===== src/rtl/seg7_pkg.sv =====
// Shared types and the hex-to-segment table for the multiplexed 7-segment driver.
// Segment order is {g,f,e,d,c,b,a}; everything here is active-high.
package seg7_pkg;

  typedef logic [6:0] seg_t;

  localparam seg_t SEG_OFF = 7'h00;

  function automatic seg_t hex_to_seg(input logic [3:0] hex);
    seg_t s;
    case (hex)
      4'h0: s = 7'h3F;
      4'h1: s = 7'h06;
      4'h2: s = 7'h5B;
      4'h3: s = 7'h4F;
      4'h4: s = 7'h66;
      4'h5: s = 7'h6D;
      4'h6: s = 7'h7D;
      4'h7: s = 7'h07;
      4'h8: s = 7'h7F;
      4'h9: s = 7'h6F;
      4'hA: s = 7'h77;
      4'hB: s = 7'h7C;
      4'hC: s = 7'h39;
      4'hD: s = 7'h5E;
      4'hE: s = 7'h79;
      default: s = 7'h71;
    endcase
    return s;
  endfunction

endpackage


===== src/rtl/seg7_decode.sv =====
// Combinational hex digit to active-high segment pattern.
module seg7_decode
  import seg7_pkg::*;
(
  input  logic [3:0] hex,
  output logic [6:0] seg
);

  assign seg = hex_to_seg(hex);

endmodule


===== src/rtl/seg7_mux_driver.sv =====
// Multiplexed N-digit 7-segment driver: scan counters, frame-synchronous double
// buffering, blank/blink/leading-zero visibility, PWM brightness, registered pins.
module seg7_mux_driver
  import seg7_pkg::*;
#(
  parameter int N_DIGITS       = 6,
  parameter int CLK_HZ         = 50_000_000,
  parameter int DIGIT_HZ       = 1000,
  parameter int BLINK_DIV      = 25_000_000,
  parameter bit SEG_ACTIVE_LOW = 1'b1,
  parameter bit DIG_ACTIVE_LOW = 1'b1
) (
  input  logic                  clk,
  input  logic                  reset,
  input  logic [4*N_DIGITS-1:0] value,
  input  logic [N_DIGITS-1:0]   dp_mask,
  input  logic [N_DIGITS-1:0]   blank_mask,
  input  logic [N_DIGITS-1:0]   blink_mask,
  input  logic                  load,
  input  logic                  lz_suppress,
  input  logic [3:0]            brightness,
  output logic [6:0]            seg,
  output logic                  dp,
  output logic [N_DIGITS-1:0]   dig_enable,
  output logic                  frame_start
);

  localparam int SLOT = CLK_HZ / DIGIT_HZ;
  localparam int SUB  = SLOT / 16;
  localparam int SW   = $clog2(SLOT);
  localparam int DW   = (N_DIGITS > 1) ? $clog2(N_DIGITS) : 1;
  localparam int BW   = (BLINK_DIV > 1) ? $clog2(BLINK_DIV) : 1;
  localparam int VW   = 4 * N_DIGITS;

  localparam logic [6:0]          SEG_IDLE = SEG_ACTIVE_LOW ? ~SEG_OFF : SEG_OFF;
  localparam logic [N_DIGITS-1:0] EN_IDLE  = DIG_ACTIVE_LOW ? {N_DIGITS{1'b1}} : '0;

  // Sixteen cycles is the shortest slot that still gives every brightness step a cycle.
  if ((SLOT % 16) != 0 || SLOT < 16) begin : g_bad_slot
    $error("seg7_mux_driver: CLK_HZ/DIGIT_HZ must be a multiple of 16");
  end
  if (N_DIGITS < 1 || N_DIGITS > 8) begin : g_bad_digits
    $error("seg7_mux_driver: N_DIGITS must be 1..8");
  end

  logic [SW-1:0]       slot_q, slot_d;
  logic [DW-1:0]       dig_q, dig_d;
  logic [BW-1:0]       blink_cnt_q, blink_cnt_d;
  logic                blink_phase_q, blink_phase_d;
  logic [VW-1:0]       pend_value_q, pend_value_d, disp_value_q, disp_value_d;
  logic [N_DIGITS-1:0] pend_dp_q, pend_dp_d, disp_dp_q, disp_dp_d;
  logic [N_DIGITS-1:0] pend_blank_q, pend_blank_d, disp_blank_q, disp_blank_d;
  logic [N_DIGITS-1:0] pend_blink_q, pend_blink_d, disp_blink_q, disp_blink_d;
  logic                pending_q, pending_d;
  logic [6:0]          seg_q, seg_d;
  logic                dp_q, dp_d;
  logic [N_DIGITS-1:0] dig_en_q, dig_en_d;
  logic                frame_start_q, frame_start_d;

  logic                slot_wrap, dig_last, boundary;
  logic [3:0]          cur_hex;
  logic                cur_dp, cur_blank, cur_blink, upper_nonzero;
  logic                lz_hide, visible, pwm_on, en_on;
  logic [SW-1:0]       pwm_idx;
  logic [6:0]          dec_seg, seg_raw;
  logic [N_DIGITS-1:0] dig_onehot;

  seg7_decode u_decode (
    .hex (cur_hex),
    .seg (dec_seg)
  );

  always_comb begin
    slot_wrap = (slot_q == SW'(SLOT - 1));
    dig_last  = (dig_q == DW'(N_DIGITS - 1));
    boundary  = slot_wrap && dig_last;

    slot_d = slot_wrap ? '0 : slot_q + 1'b1;
    dig_d  = dig_q;
    if (slot_wrap) begin
      dig_d = dig_last ? '0 : dig_q + 1'b1;
    end

    blink_cnt_d   = blink_cnt_q + 1'b1;
    blink_phase_d = blink_phase_q;
    if (blink_cnt_q == BW'(BLINK_DIV - 1)) begin
      blink_cnt_d   = '0;
      blink_phase_d = ~blink_phase_q;
    end
  end

  // A load landing on the frame boundary bypasses the pending stage entirely.
  always_comb begin
    pend_value_d = pend_value_q;
    pend_dp_d    = pend_dp_q;
    pend_blank_d = pend_blank_q;
    pend_blink_d = pend_blink_q;
    pending_d    = pending_q;
    disp_value_d = disp_value_q;
    disp_dp_d    = disp_dp_q;
    disp_blank_d = disp_blank_q;
    disp_blink_d = disp_blink_q;
    if (load && !boundary) begin
      pend_value_d = value;
      pend_dp_d    = dp_mask;
      pend_blank_d = blank_mask;
      pend_blink_d = blink_mask;
      pending_d    = 1'b1;
    end else if (load && boundary) begin
      disp_value_d = value;
      disp_dp_d    = dp_mask;
      disp_blank_d = blank_mask;
      disp_blink_d = blink_mask;
      pending_d    = 1'b0;
    end else if (boundary && pending_q) begin
      disp_value_d = pend_value_q;
      disp_dp_d    = pend_dp_q;
      disp_blank_d = pend_blank_q;
      disp_blink_d = pend_blink_q;
      pending_d    = 1'b0;
    end
  end

  always_comb begin
    cur_hex       = 4'h0;
    cur_dp        = 1'b0;
    cur_blank     = 1'b0;
    cur_blink     = 1'b0;
    upper_nonzero = 1'b0;
    dig_onehot    = '0;
    for (int i = 0; i < N_DIGITS; i++) begin
      if (DW'(i) == dig_q) begin
        cur_hex   = disp_value_q[4*i +: 4];
        cur_dp    = disp_dp_q[i];
        cur_blank = disp_blank_q[i];
        cur_blink = disp_blink_q[i];
      end
      if (DW'(i) >= dig_q && disp_value_q[4*i +: 4] != 4'h0) begin
        upper_nonzero = 1'b1;
      end
    end

    lz_hide = lz_suppress && (dig_q != '0) && !upper_nonzero;
    visible = !cur_blank && !(cur_blink && blink_phase_q) && !lz_hide;

    // Slot cycle 0 stays dark so the previous digit's segments cannot ghost.
    pwm_idx = slot_q / SW'(SUB);
    pwm_on  = (pwm_idx <= SW'(brightness));
    en_on   = visible && (slot_q != '0) && pwm_on;
    for (int i = 0; i < N_DIGITS; i++) begin
      dig_onehot[i] = en_on && (DW'(i) == dig_q);
    end

    seg_raw       = visible ? dec_seg : SEG_OFF;
    seg_d         = seg_raw ^ {7{SEG_ACTIVE_LOW}};
    dp_d          = (visible && cur_dp) ^ SEG_ACTIVE_LOW;
    dig_en_d      = dig_onehot ^ {N_DIGITS{DIG_ACTIVE_LOW}};
    frame_start_d = (slot_q == '0) && (dig_q == '0);
  end

  always_ff @(posedge clk) begin
    if (reset) begin
      slot_q        <= '0;
      dig_q         <= '0;
      blink_cnt_q   <= '0;
      blink_phase_q <= 1'b0;
      pend_value_q  <= '0;
      pend_dp_q     <= '0;
      pend_blank_q  <= '0;
      pend_blink_q  <= '0;
      pending_q     <= 1'b0;
      disp_value_q  <= '0;
      disp_dp_q     <= '0;
      disp_blank_q  <= '0;
      disp_blink_q  <= '0;
      seg_q         <= SEG_IDLE;
      dp_q          <= SEG_ACTIVE_LOW;
      dig_en_q      <= EN_IDLE;
      frame_start_q <= 1'b0;
    end else begin
      slot_q        <= slot_d;
      dig_q         <= dig_d;
      blink_cnt_q   <= blink_cnt_d;
      blink_phase_q <= blink_phase_d;
      pend_value_q  <= pend_value_d;
      pend_dp_q     <= pend_dp_d;
      pend_blank_q  <= pend_blank_d;
      pend_blink_q  <= pend_blink_d;
      pending_q     <= pending_d;
      disp_value_q  <= disp_value_d;
      disp_dp_q     <= disp_dp_d;
      disp_blank_q  <= disp_blank_d;
      disp_blink_q  <= disp_blink_d;
      seg_q         <= seg_d;
      dp_q          <= dp_d;
      dig_en_q      <= dig_en_d;
      frame_start_q <= frame_start_d;
    end
  end

  assign seg         = seg_q;
  assign dp          = dp_q;
  assign dig_enable  = dig_en_q;
  assign frame_start = frame_start_q;

endmodule


===== config.mk =====
export PLATFORM = sky130hd
export DESIGN_NAME = seg7_mux_driver
export DESIGN_NICKNAME = d
export VERILOG_FILES = /design/src/rtl/seg7_pkg.sv /design/src/rtl/seg7_decode.sv /design/src/rtl/seg7_mux_driver.sv
export SDC_FILE = /design/constraint.sdc
export NUM_CORES = 1
export LEC_CHECK = 0
export CAP_MARGIN = 20
export CELL_PAD_IN_SITES_DETAIL_PLACEMENT = 0
export CELL_PAD_IN_SITES_GLOBAL_PLACEMENT = 1
export CORE_MARGIN = 8
export CORE_UTILIZATION = 31
export DETAILED_ROUTE_END_ITERATION = 8
export HOLD_SLACK_MARGIN = 0.08
export PLACE_DENSITY_LB_ADDON = 0.1
export SETUP_SLACK_MARGIN = 0.15
export SLEW_MARGIN = 15
export SYNTH_ARGS = -nofsm -noshare
export SYNTH_HDL_FRONTEND = slang
export SYNTH_HIERARCHICAL = 1
export SYNTH_SLANG_ARGS = --single-unit

===== constraint.sdc =====
create_clock -name clk -period 6.6 [get_ports clk]
set_clock_uncertainty 0.05 [all_clocks]
set_input_delay 0.99 -clock clk [delete_from_list [all_inputs] [get_ports clk]]
set_output_delay 0.99 -clock clk [all_outputs]
set_load 0.1 [all_outputs]

==> impl_results.rst <==
.. list-table::
   :header-rows: 1

   * - Metric
     - Value
   * - Crit share post-route
     - 0.9177
   * - Share of async-settable or async-resettable flops after synthesis
     - 0
   * - GPL Wtd Cong
     - 0.8580
   * - Boundary pin count
     - 65
   * - Standard cell with the maximum stage delay on the critical path
     - sky130_fd_sc_hd__or3_1
   * - Cell with the most instances on the worst path
     - sky130_fd_sc_hd__buf_4
   * - Net count, final
     - 1205
   * - Post-Route Setup TNS
     - 0 ns
   * - Total detailed-routing wirelength
     - 25530 um
   * - Fraction of the mapped netlist area in compound gates
     - 0.2530
   * - Ranking of synthesized cells by area
     - sky130_fd_sc_hd__dfxtp_1 (35%), sky130_fd_sc_hd__nand2_1 (8.3%), sky130_fd_sc_hd__a21oi_1 (7.4%), sky130_fd_sc_hd__o221ai_1 (4.4%), sky130_fd_sc_hd__nor2_1 (4.0%)
   * - Maximum buffer depth of the clock tree
     - 2
   * - Count of final setup violators
     - 0
   * - Clock sink count
     - 145
   * - DIE WIDTH
     - 179.8 um
   * - Leading post-synthesis cells by instance count
     - sky130_fd_sc_hd__nand2_1 (184), sky130_fd_sc_hd__dfxtp_1 (145), sky130_fd_sc_hd__a21oi_1 (123)
   * - Fraction of layout cells with a size suffix above 1
     - 0.1359
   * - GR Overflow Total
     - 0
   * - Kind of start point of the critical path
     - flop
   * - Critical path required time
     - 6.83 ns
   * - Worst path max stage delay
     - 0.42 ns
   * - Count of unresolved DRC violations after routing
     - 0
   * - Area grow syn2layout
     - 23.69%
   * - Post-synthesis xor/xnor area fraction
     - 0.05794
   * - Run status
     - finished clean
   * - Port bufs
     - 64
   * - Hold_ws
     - 0.4014 ns
   * - Antenna violations before repair
     - 0
   * - Pre-CTS WS
     - -0.001859 ns
   * - Remaining number of nets flagged by the antenna check after routing
     - 0
   * - Global-route wire length before repair
     - 41390 um
   * - End-of-flow core utilization
     - 0.3859
   * - Synth warn
     - 6
   * - Clock latency on the worst-skew pair
     - 0.42 ns
   * - Transition time at the pin with the least slew margin
     - 1.040 ns
   * - Die area
     - 32320 um2
   * - IR Drop Worst-Case VDD
     - 0.1352 mV
   * - RSZ-0062 raised after global routing
     - no
   * - Mux cell area share after synthesis
     - 0.01445
   * - Overall track demand over capacity in global routing
     - 0.1550
   * - Number of distinct library cells after synthesis
     - 99
   * - Routed vias
     - 7892
   * - Sequential fraction of the synthesis area
     - 0.3491
   * - Leakage power
     - 0.003675 uW
   * - Launching instance or port of the critical path
     - slot_q[11]$_SDFF_PP0_
   * - Synthesized area
     - 8314 um2
   * - Share of synthesized cell area in full adder, half adder and majority cells
     - 0.03130
   * - Number of diodes
     - 0
   * - Leading cell type by number of instances after synthesis
     - sky130_fd_sc_hd__nand2_1
   * - Synthesized area divided by synthesized cell count
     - 7.836 um2
   * - Top_reg_cell synth
     - sky130_fd_sc_hd__dfxtp_1
   * - Maxcap violations
     - 0
   * - Placeable core area
     - 26650 um2
   * - Startpoint of the most critical register-to-register path
     - slot_q[11]$_SDFF_PP0_
   * - Seq cells post-synth
     - 145
   * - Min Clock Period, post-route
     - 6.057 ns
   * - Cell taking the most area after synthesis
     - sky130_fd_sc_hd__dfxtp_1
   * - Post-synthesis simple-gate area fraction
     - 0.2473
   * - Wire length per cell after detailed routing
     - 17.15 um
   * - TritonCTS clock tree
     - done
   * - Iteration-0 DRC count of the detailed router
     - 445
   * - H-tree lvl count
     - 4
   * - Number of global-route vias before repair
     - 7711
   * - Source of the worst hold timing path
     - disp_dp_q[0]$_SDFFE_PP0P_
   * - Fill cell count
     - 2745
   * - Post-synthesis cell count
     - 1061
   * - Area share of the largest cell type after synthesis
     - 0.3491
   * - Clock Pin Slew Worst Setup and Hold Paths
     - 0.07 ns
   * - Final Hold Violating Endpoints
     - 0
   * - Type of the setup path with the least slack
     - reg -> reg
   * - Max Clock Freq
     - 165.1 MHz
   * - First-pass DRT Iterations
     - 5
   * - TritonCTS buffer count
     - 17
   * - Min-Delay Path Class
     - reg -> reg
   * - Data arrival at the endpoint of the critical path
     - 6.29 ns
   * - Final setup margin
     - 0.5431 ns
   * - Starting Density
     - 0.3120
   * - DP Wirelength
     - 18400 um
   * - Synthesized netlist net count
     - 1131
   * - Count of flip-flops with a built-in enable after synthesis
     - 0
   * - Root Buffer
     - sky130_fd_sc_hd__clkbuf_16
   * - Pwr Total
     - 2017 uW
   * - Fin. max-slew vios
     - 0
   * - Main combinational cell family by area after synthesis
     - compound AO/OA/AOI/OAI gates
   * - Maximum number of pins on one net before global-route repair
     - 51
   * - Worst Path Max Fanout
     - 6
   * - Die Y-Extent
     - 179.8 um
   * - Number of cell rows
     - 60
   * - Kind of end point of the critical path
     - flop
   * - P per Cell Area
     - 196.1 nW/um2
   * - Worst slew margin relative to its limit
     - 0.3012
   * - Routed via count divided by cell count
     - 5.300
-- area by class of cell --
| type | count | area, um2 | share of cell area |
|---|---|---|---|
| clock buffer | 17 | 425.4 | 0.04137 |
| inverter | 27 | 103.9 | 0.01010 |
| timing repair buffer | 124 | 1101 | 0.1071 |
| clock inverter | 15 | 167.7 | 0.01630 |
| sequential | 145 | 2904 | 0.2824 |
| tap | 341 | 426.7 | 0.04149 |
| multi-input combinational | 820 | 5155 | 0.5013 |
-- through the flow --
| stage | std cells | instance area (um2) |
|---|---|---|
| 2_1_floorplan | 1061 | 8314 |
| 3_3_place_gp | 1448 | 9508 |
| 3_5_place_dp | 1449 | 9528 |
| 4_1_cts | 1481 | 10140 |
| 5_1_grt | 1489 | 10280 |
| 6_report | 1489 | 10280 |
-- report_power, final --
group | switching, uW | internal (uW)
combinational | 91.6 | 55.7
sequential | 12.1 | 895
clock | 453 | 509
total | 557 | 1460
-- sequential cells by signal, indices dropped and copies added (netlist names) --
signal and count:
pend_value_q 24, frame_start 1, pend_dp_q 6, dig_q 3, dp 1, pending_q 1
disp_blink_q 6, pend_blink_q 6, disp_dp_q 6, dig_enable 6, slot_q 16, seg 7
pend_blank_q 6, blink_phase_q 1, disp_blank_q 6, blink_cnt_q 25, disp_value_q 24
-- timing repair --
action                                  CTS  global route
pin swaps                                 0            13
buffers inserted                          0             8
gates resized for setup                   3            23
hold buffers                              0             0
endpoints found under the setup margin    6             6
gates cloned                              0             0
-- cell families after synthesis --
| logic type | count (synthesis) |
|---|---|
| multiplexers | 10 |
| flip-flops | 145 |
| adder cells (fa/ha/maj) | 21 |
| XOR/XNOR | 55 |
| buffers and inverters | 96 |
| AND/OR/NAND/NOR | 432 |
| AO/OA/AOI/OAI | 302 |
-- routing by layer --
| metal | track usage | part of all wire | up-vias |
|---|---|---|---|
| met2 | 0.2622 | 0.48 | 126 |
| met3 | 0.02681 | 0.026 | 24 |
| met1 | 0.1985 | 0.47 | 3755 |
| met4 | 0.04668 | 0.016 | 0 |
| li1 | - | - | 3987 |
| met5 | 0 | 0 | - |
-- placed cells by master (no fill, tap or decap), types with 5 or more instances in the layout --
master	instances
sky130_fd_sc_hd__nand2_1	184
sky130_fd_sc_hd__dfxtp_1	144
sky130_fd_sc_hd__a21oi_1	118
sky130_fd_sc_hd__nor2_1	86
sky130_fd_sc_hd__clkdlybuf4s50_1	63
sky130_fd_sc_hd__buf_4	60
sky130_fd_sc_hd__o221ai_1	42
sky130_fd_sc_hd__nand3_1	32
sky130_fd_sc_hd__xnor2_1	30
sky130_fd_sc_hd__o21ai_0	29
sky130_fd_sc_hd__xor2_1	24
sky130_fd_sc_hd__inv_1	23
sky130_fd_sc_hd__ha_1	19
sky130_fd_sc_hd__clkbuf_16	17
sky130_fd_sc_hd__and3_1	16
sky130_fd_sc_hd__nor3_1	14
sky130_fd_sc_hd__nor4_1	12
sky130_fd_sc_hd__nand4_1	10
sky130_fd_sc_hd__o211ai_1	10
sky130_fd_sc_hd__nor2b_1	9
sky130_fd_sc_hd__or3_1	9
sky130_fd_sc_hd__nand2b_1	8
sky130_fd_sc_hd__o21a_1	8
sky130_fd_sc_hd__a21o_1	7
sky130_fd_sc_hd__o21ai_1	6
sky130_fd_sc_hd__a21oi_2	6
sky130_fd_sc_hd__and2_1	6
sky130_fd_sc_hd__mux2i_1	5
sky130_fd_sc_hd__o31ai_1	5
sky130_fd_sc_hd__or4_1	5
sky130_fd_sc_hd__a222oi_1	5
-- final timing paths --
check	cells past startpoint	slack, ns	end
max	28	0.54	dig_enable[2]$_SDFF_PP1_
min reg2reg	2	0.40	disp_dp_q[0]$_SDFFE_PP0P_
max reg2reg	28	0.54	dig_enable[2]$_SDFF_PP1_
min	2	0.40	disp_dp_q[0]$_SDFFE_PP0P_
-- worst max-delay path: cells and delay by family (launching register included) --
kind	cells	cell delay, ns
AO/OA/AOI/OAI	12	2.62
flip-flops	1	0.34
multiplexers	1	0.19
AND/OR/NAND/NOR	10	1.87
adder cells (fa/ha/maj)	1	0.15
buffers and inverters	4	0.68
No activity file was read; power rests on OpenSTA's default activity.
